===== src/rtl/sw_pkg.sv =====
// Shared constants and publish-state encoding for the switch operand sampler.
// Latency: none (types and constants only). Backpressure: n/a.
package sw_pkg;

  localparam int SW_WIDTH         = 8;
  localparam int OPERAND_W        = SW_WIDTH / 2;
  localparam int DEBOUNCE_DEFAULT = 1_000_000;

  typedef enum logic [1:0] {
    IDLE    = 2'd0,
    ARMED   = 2'd1,
    PUBLISH = 2'd2
  } pub_state_t;

  // Published operand pair as it sits in the output register: b in the upper half.
  typedef struct packed {
    logic [OPERAND_W-1:0] b;
    logic [OPERAND_W-1:0] a;
  } operand_pair_t;

endpackage


===== src/rtl/sw_debounce_bit.sv =====
// One switch bit: 2-flop synchroniser then a mismatch counter guarding deb.
// Latency: DEBOUNCE_CYCLES+2 edges raw->deb. Backpressure: none, free-running.
module sw_debounce_bit
  import sw_pkg::*;
#(
  parameter int DEBOUNCE_CYCLES = DEBOUNCE_DEFAULT,
  parameter int CNT_W           = $clog2(DEBOUNCE_CYCLES)
) (
  input  logic clk,
  input  logic rst_n,
  input  logic raw,
  output logic deb,
  output logic counting
);

  localparam logic [CNT_W-1:0] CNT_MAX = CNT_W'(DEBOUNCE_CYCLES - 1);

  logic [1:0]       sync_q;
  logic [CNT_W-1:0] cnt_q;

  // Any return-to-match clears the count, so only an unbroken run of
  // DEBOUNCE_CYCLES mismatching samples can move deb.
  always_ff @(posedge clk or negedge rst_n) begin
    if (!rst_n) begin
      sync_q <= 2'b00;
      cnt_q  <= '0;
      deb    <= 1'b0;
    end else begin
      sync_q <= {sync_q[0], raw};
      if (sync_q[1] == deb) begin
        cnt_q <= '0;
      end else if (cnt_q == CNT_MAX) begin
        deb   <= sync_q[1];
        cnt_q <= '0;
      end else begin
        cnt_q <= cnt_q + 1'b1;
      end
    end
  end

  assign counting = (cnt_q != '0);

endmodule


===== src/rtl/switch_operand_sampler.sv =====
// Debounces the switch bank and publishes {b,a} once the whole bank has settled.
// Latency: DEBOUNCE_CYCLES+5 edges raw->operand_valid. Backpressure: freeze holds publish.
module switch_operand_sampler
  import sw_pkg::*;
#(
  parameter int WIDTH           = SW_WIDTH,
  parameter int DEBOUNCE_CYCLES = DEBOUNCE_DEFAULT,
  parameter int CNT_W           = $clog2(DEBOUNCE_CYCLES)
) (
  input  logic               clk,
  input  logic               rst_n,
  input  logic [WIDTH-1:0]   sw_raw,
  input  logic               freeze,
  output logic [WIDTH/2-1:0] a,
  output logic [WIDTH/2-1:0] b,
  output logic               operand_valid,
  output logic               settled
);

  localparam int OPW = WIDTH / 2;

  logic [WIDTH-1:0] deb_bus;
  logic [WIDTH-1:0] counting_bus;
  logic [WIDTH-1:0] pub_q;
  logic             bank_diff;
  logic             load_pub;
  pub_state_t       state_q;
  pub_state_t       state_d;

  for (genvar i = 0; i < WIDTH; i++) begin : g_bit
    sw_debounce_bit #(
      .DEBOUNCE_CYCLES(DEBOUNCE_CYCLES),
      .CNT_W          (CNT_W)
    ) u_bit (
      .clk     (clk),
      .rst_n   (rst_n),
      .raw     (sw_raw[i]),
      .deb     (deb_bus[i]),
      .counting(counting_bus[i])
    );
  end

  assign bank_diff = (deb_bus != pub_q);

  always_ff @(posedge clk or negedge rst_n) begin
    if (!rst_n) begin
      settled <= 1'b1;
    end else begin
      settled <= ~|counting_bus;
    end
  end

  always_ff @(posedge clk or negedge rst_n) begin
    if (!rst_n) begin
      state_q <= IDLE;
    end else begin
      state_q <= state_d;
    end
  end

  // A bank that bounces back to the published value drops out of ARMED
  // without a pulse, even while frozen.
  always_comb begin
    state_d = state_q;
    case (state_q)
      IDLE:    if (bank_diff) state_d = ARMED;
      ARMED: begin
        if (!bank_diff) begin
          state_d = IDLE;
        end else if (settled && !freeze) begin
          state_d = PUBLISH;
        end
      end
      PUBLISH: state_d = IDLE;
      default: state_d = IDLE;
    endcase
  end

  always_comb begin
    load_pub = (state_q == PUBLISH);
  end

  // Operands and strobe are registered together so the comparator sees
  // the new pair on the same edge as operand_valid.
  always_ff @(posedge clk or negedge rst_n) begin
    if (!rst_n) begin
      pub_q         <= '0;
      operand_valid <= 1'b0;
    end else begin
      operand_valid <= load_pub;
      if (load_pub) begin
        pub_q <= deb_bus;
      end
    end
  end

  assign a = pub_q[OPW-1:0];
  assign b = pub_q[WIDTH-1:OPW];

endmodule

===== config.mk =====
export PLATFORM = sky130hd
export DESIGN_NAME = switch_operand_sampler
export DESIGN_NICKNAME = d
export VERILOG_FILES = /design/src/rtl/sw_pkg.sv /design/src/rtl/sw_debounce_bit.sv /design/src/rtl/switch_operand_sampler.sv
export SDC_FILE = /design/constraint.sdc
export NUM_CORES = 1
export LEC_CHECK = 0
export CAP_MARGIN = 30
export CORE_ASPECT_RATIO = 0.5
export CORE_MARGIN = 2
export CORE_UTILIZATION = 30
export CTS_CLUSTER_DIAMETER = 150
export DETAILED_ROUTE_END_ITERATION = 8
export PLACE_DENSITY = 0.53
export SLEW_MARGIN = 20
export SYNTH_ARGS = -nofsm -noshare
export SYNTH_HDL_FRONTEND = slang
export SYNTH_SLANG_ARGS = --single-unit
export TNS_END_PERCENT = 1

===== constraint.sdc =====
create_clock -name clk -period 2.6 [get_ports clk]
set_input_delay 0.78 -clock clk [delete_from_list [all_inputs] [get_ports clk]]
set_output_delay 0.78 -clock clk [all_outputs]
set_load 0.03 [all_outputs]

After elaboration in Yosys (flattened, before gate mapping)
Index checks and enable logic that the tools add are counted.
- equality and inequality tests: 21
- add/sub/neg operators: 8
- reduce and logical (&&, ||, !) cells: 22
- muxes and demuxes: 20
- bitwise gates (word level): 8
- operators by type and width (kind ; number):
    $mux W20 ; 16
    $add A20 B1 Y20 const B ; 8
    $eq A20 B20 Y1 const B ; 8
    $reduce_bool A20 Y1 ; 8
    $reduce_and A2 Y1 ; 9
    $eq A1 B1 Y1 ; 8
    $ne A8 B8 Y1 ; 1
    $not A1 Y1 ; 8
    $reduce_or A8 Y1 ; 1
    $mux W2 ; 3
    $pmux W2 S2 ; 1
    $ne A3 B3 Y1 const B ; 1
    $eq A2 B1 Y1 const B ; 1
    $eq A2 B2 Y1 const B ; 1
    $logic_not A1 Y1 ; 2
    $logic_not A2 Y1 ; 1
    $ne A2 B2 Y1 const B ; 1
    $logic_and A1 B1 Y1 ; 1
- word-level logic and storage cells: 107
- flip-flop bits (word level): 196

Logic depth before layout (Yosys ltp)
- depth after elaboration: 5
- depth in mapped cells: 7
- mapped depth without buffers: 6

Hierarchy
A second synthesis with hierarchy kept.
- cells, all modules: 983
- area, all modules: 10598.9 um^2
- by module, submodules not included (module ; cells an instance ; area each (um^2) ; times used):
    sw_debounce_bit ; 118 ; 1256.2 ; 8
    switch_operand_sampler ; 39 ; 549.3 ; 1

Worst setup path after synthesis
OpenSTA, ideal clock, no wires.
- kind: register -> register
- start point: register g_bit[5].u_bit.cnt_q[2]
- end point: register g_bit[5].u_bit.cnt_q[18]
- data required time: 2522 ps
- library setup time: 78 ps
- slack: 680 ps
- arrival time: 1841 ps
- stages on the path, launching flop included: 6
- cell sequence: dfrtp_1 nand4_4 or4_1 buf_2 or4_1 a21oi_1
- cells in the longest elaborated chain, start to end: 3
- elaborated cells between the ends (all ways): 4
- RTL lines (item ; line ; text):
    start: declaration ; sw_debounce_bit.sv:19 ; logic [CNT_W-1:0] cnt_q;
    start signal: assignment ; sw_debounce_bit.sv:36 ; cnt_q <= cnt_q + 1'b1;
    $add A20 B1 Y20 / $eq A20 B20 Y1 (equally long branches) ; sw_debounce_bit.sv:36, sw_debounce_bit.sv:32 ;
    $mux W20 * ; sw_debounce_bit.sv:32 ; end else if (cnt_q == CNT_MAX) begin
    $mux W20 * ; sw_debounce_bit.sv:30 ; if (sync_q[1] == deb) begin
Mark *: on every way between the ends. The rest lies on a longest branch, timed or not.
A chain may end at the register's enable or synchronous reset.

Worst setup path in the final report
- start point: register settled
- end point: output settled
- RTL lines (item ; line ; text):
    start: declaration ; switch_operand_sampler.sv:17 ; output logic settled
    start signal: assignment ; switch_operand_sampler.sv:49 ; settled <= ~|counting_bus;
No word-level cell between the ends.

==> metrics.md <==
| Metric | Value |
|---|---|
| Area Growth Syn to Fin | 13.76% |
| Unique masters post-synth | 39 |
| Min Tclk post-route | 2426 ps |
| Cell Area, Synth | ~9700 um2 |
| Post-synth top area cell | dfrtp_1 |
| Clock sink total | 196 |
| Clk root buf | clkbuf_16 |
| Final wirelength | around 21 mm |
| Final hold vios | 0 |
| XOR/XNOR share of the synthesized area | around a tenth |
| Synth warn | 0 |
| Largest net degree at the start of global routing | 60 |
| Nets | around 1.1k |
| Insertion delay to the later sink of the worst-skew pair | 440 ps |
| MaxCap Viol Count | 0 |
| Number of global-route vias before repair | approximately 7.2k |
| Max IR drop VDD | ~490 uV |
| CTS H-Tree Depth | 4 |
| Routed vias | ~7.4k |
| Synthesized flop and latch total | roughly 200 |
| Syn_area_per_cell | slightly below 10 um2 |
| Setup crit end kind | primary output |
| Initial antenna violation count | 0 |
| Initial Util | just over 30% |
| Overflow after GRT | 0 |
| Io pins | 21 |
| Worst-path clk slew | 70 ps |
| Synth top area share | around half |
| Status | completed |
| Final core occ | a little over a third |
| First drt pass iteration count | 4 |
| Gate Count Post-Synth | approximately 1.0k |
| Slew headroom | a little under two fifths |
| Final period util | around 93% |
| Synth area leaders | dfrtp_1 (50%), xnor2_1 (6.0%), nor2_1 (4.9%), xor2_1 (3.4%), nor4_1 (3.0%) |
| Post_cts resized | 0 |
| HPWL after DPL | about 15 mm |
| Flop2flop setup slack | between 500 and 600 ps |
| First-pass GRT wire length | about 37 mm |
| Pwr/cell area | between 500 and 600 nW/um2 |
| CTS hold repair buffers | 0 |
| Post-route setup slack | 173.9 ps |
| Die X-Extent | between 200 and 300 um |
| Wirelength per Cell | 14.53 um |
| Port Buffers | 20 |
| Slowest cell on crit path | clkdlybuf4s50_1 |
| Adder-Cell Fraction of Synth Area | 2.054% |
| Antenna-violating nets left | 0 |
| Total negative slack | 0 ps |
| TritonCTS clock tree | yes |
| Critical path buffers and inverters | 1 |
| Post-synthesis mux area share | between 1.5 and 2% |
| CP Data Required Time | between 1500 and 2000 ps |
| CTS max path bufs | 2 |
| Critical path startpoint category | register |
| # setup viols final | 0 |
| Critical setup path kind | register to primary output |
| Crit path cell chain | clkdlybuf4s50_1 |
| Compound-gate portion of the synthesized area | 7.060% |
| CP max stage delay | 670 ps |
| DRC | 0 |
| CTS Buf Count | 17 |
| Non-filler cells, final | 1,473 |
| Delay-heaviest family, CP | buffers and inverters |
| Register area share after synthesis | between 50% and 60% |
| HP Class | input pin to asynchronous set/reset pin |
| Worst Hold Slack | 243.4 ps |
| Vias per inst | between 4 and 5 |
| Synth Area in Simple Gates | approximately a quarter |
| Max Clock Freq | a little over 400 MHz |
| Setup Fix Bufs, Post-CTS | 0 |
| ANT cells | 0 |
| Leakage | about 0.0044 uW |
| DR iter-0 viols | between 400 and 500 |
| Syn_nets | between 1k and 1.5k |
| Gp weighted congestion | between 0.8 and 0.9 |
| CP arrival | about 1700 ps |
| RSZ-0062 raised after global routing | false |
| Crit Path Max Fanout | 2 |
| Layout cell share with drive strength beyond 1 | 6.916% |
| Die H | between 100 and 150 um |
| Die ar. | around 34,000 um2 |
| Setup Skew | approximately 7.3 ps |
| Gr usage total | 13.24% |
| Setup WS pre-CTS | 556.2 ps |
| Worst-Margin Slew | a little over 900 ps |
| Row count | 46 |
| Core ar. | around 32,000 um2 |
| Largest family of logic cells by synthesized area | simple AND/OR/NAND/NOR gates |
| Inst Count DP | about 1.4k |
| Max Slew Vio Count | 0 |
## stage by stage
stage | power, uW | instance area (um2)
after CTS | 6146 | 11090
after global routing | 6347 | 11090
after global placement | 3462 | 10510
final | 6059 | 11090
after detailed placement | 3470 | 10510
after floorplan | 3313 | 9747
## cells in the final DEF (no fill, tap or decap), drive strengths merged, types with 2 or more instances in the layout
master         instances
nand4                 45
nor4                  47
o21ai                 30
and3                  16
nor2                 127
bufinv                 2
o41ai                  2
clkdlybuf4s50         19
mux2                  16
o31ai                 26
nand3                 55
and2                  11
or4                   36
buf                   11
or2                    5
a31o                   4
xnor2                 67
nor4b                  5
inv                   49
and4                   9
nor3                  18
clkbuf                25
xor2                  38
nand2                 59
or3                   34
a21oi                 55
dfrtp                195
clkinv                 5
ha                    16
nand4b                 4
## Yosys cell counts
cell and count:
nand2_1 59, buf_1 3, or2_2 5, nand4_4 1, nand2b_1 1, buf_2 4, o41ai_1 2, dfrtp_1 195
or3_1 34, and4_1 9, nor4_1 47, dfstp_2 1, a31o_2 4, and2_1 11, nor2_1 127, nand4_1 44
o31ai_1 25, nor3_1 18, clkbuf_1 21, and4b_1 1, nand4bb_1 1, inv_1 49, ha_1 16, nand3_1 55
nand4b_1 4, xnor2_1 67, a41o_1 1, a21oi_1 55, nand3b_1 1, xor2_1 38, mux2_2 16, or4_1 36
and3_1 16, or3b_2 1, nor4b_1 5, o31ai_2 1, nor4bb_1 1, o21ai_0 30, or4b_1 1
## final timing paths
path                                                     from                                 end  cells after the start
setup / recovery                            settled$_DFF_PN1_                             settled                      1
hold / removal                                          rst_n  g_bit[5].u_bit.sync_q[1]$_DFF_PN0_                      1
setup reg to reg            g_bit[5].u_bit.cnt_q[0]$_DFF_PN0_  g_bit[5].u_bit.cnt_q[18]$_DFF_PN0_                      5
hold reg to reg            g_bit[0].u_bit.sync_q[0]$_DFF_PN0_  g_bit[0].u_bit.sync_q[1]$_DFF_PN0_                      0
max in group asynchronous                               rst_n  g_bit[3].u_bit.cnt_q[14]$_DFF_PN0_                      2
min in group clk           g_bit[0].u_bit.sync_q[0]$_DFF_PN0_  g_bit[0].u_bit.sync_q[1]$_DFF_PN0_                      0
## registers in the layout, summed over array words and instances (netlist names)
register,flops
g_bit.u_bit.cnt_q,160
g_bit.u_bit.sync_q,16
g_bit.u_bit.deb,8
pub_q,8
state_q,2
operand_valid,1
settled,1
## per-layer routing
| metal | wire length (um) | track usage (%) |
|---|---|---|
| met1 | 10920 | 18.42 |
| met2 | 9772 | 20.57 |
| met3 | 587 | 3.241 |
| met4 | 129 | 3.340 |
| met5 | 0 | 0 |
## kinds of logic after synthesis
family / Yosys count
AND/OR/NAND/NOR: 478
multiplexers: 16
adder cells (fa/ha/maj): 16
flip-flops: 196
AO/OA/AOI/OAI: 118
XOR/XNOR: 105
buffers and inverters: 77
## area by class of cell
class / instances / area, um2
repair buffers: 31 / 311.5
multi-input cells: 733 / 4564
well taps: 432 / 540.5
clock buffers: 24 / 481.7
inverters: 49 / 183.9
fillers: 3218 / 20740
clock inverters: 8 / 100.1
flip-flops and latches: 196 / 4906
## report_power, final
part / internal [uW] / leakage [uW] / switching (uW) / total [uW]
Sequential: 3090 / 0.00268 / 48.2 / 3140
Clock: 1490 / 0.000284 / 1160 / 2660
Combinational: 91.8 / 0.00146 / 170 / 262
Power figures use the tool's default switching activity.
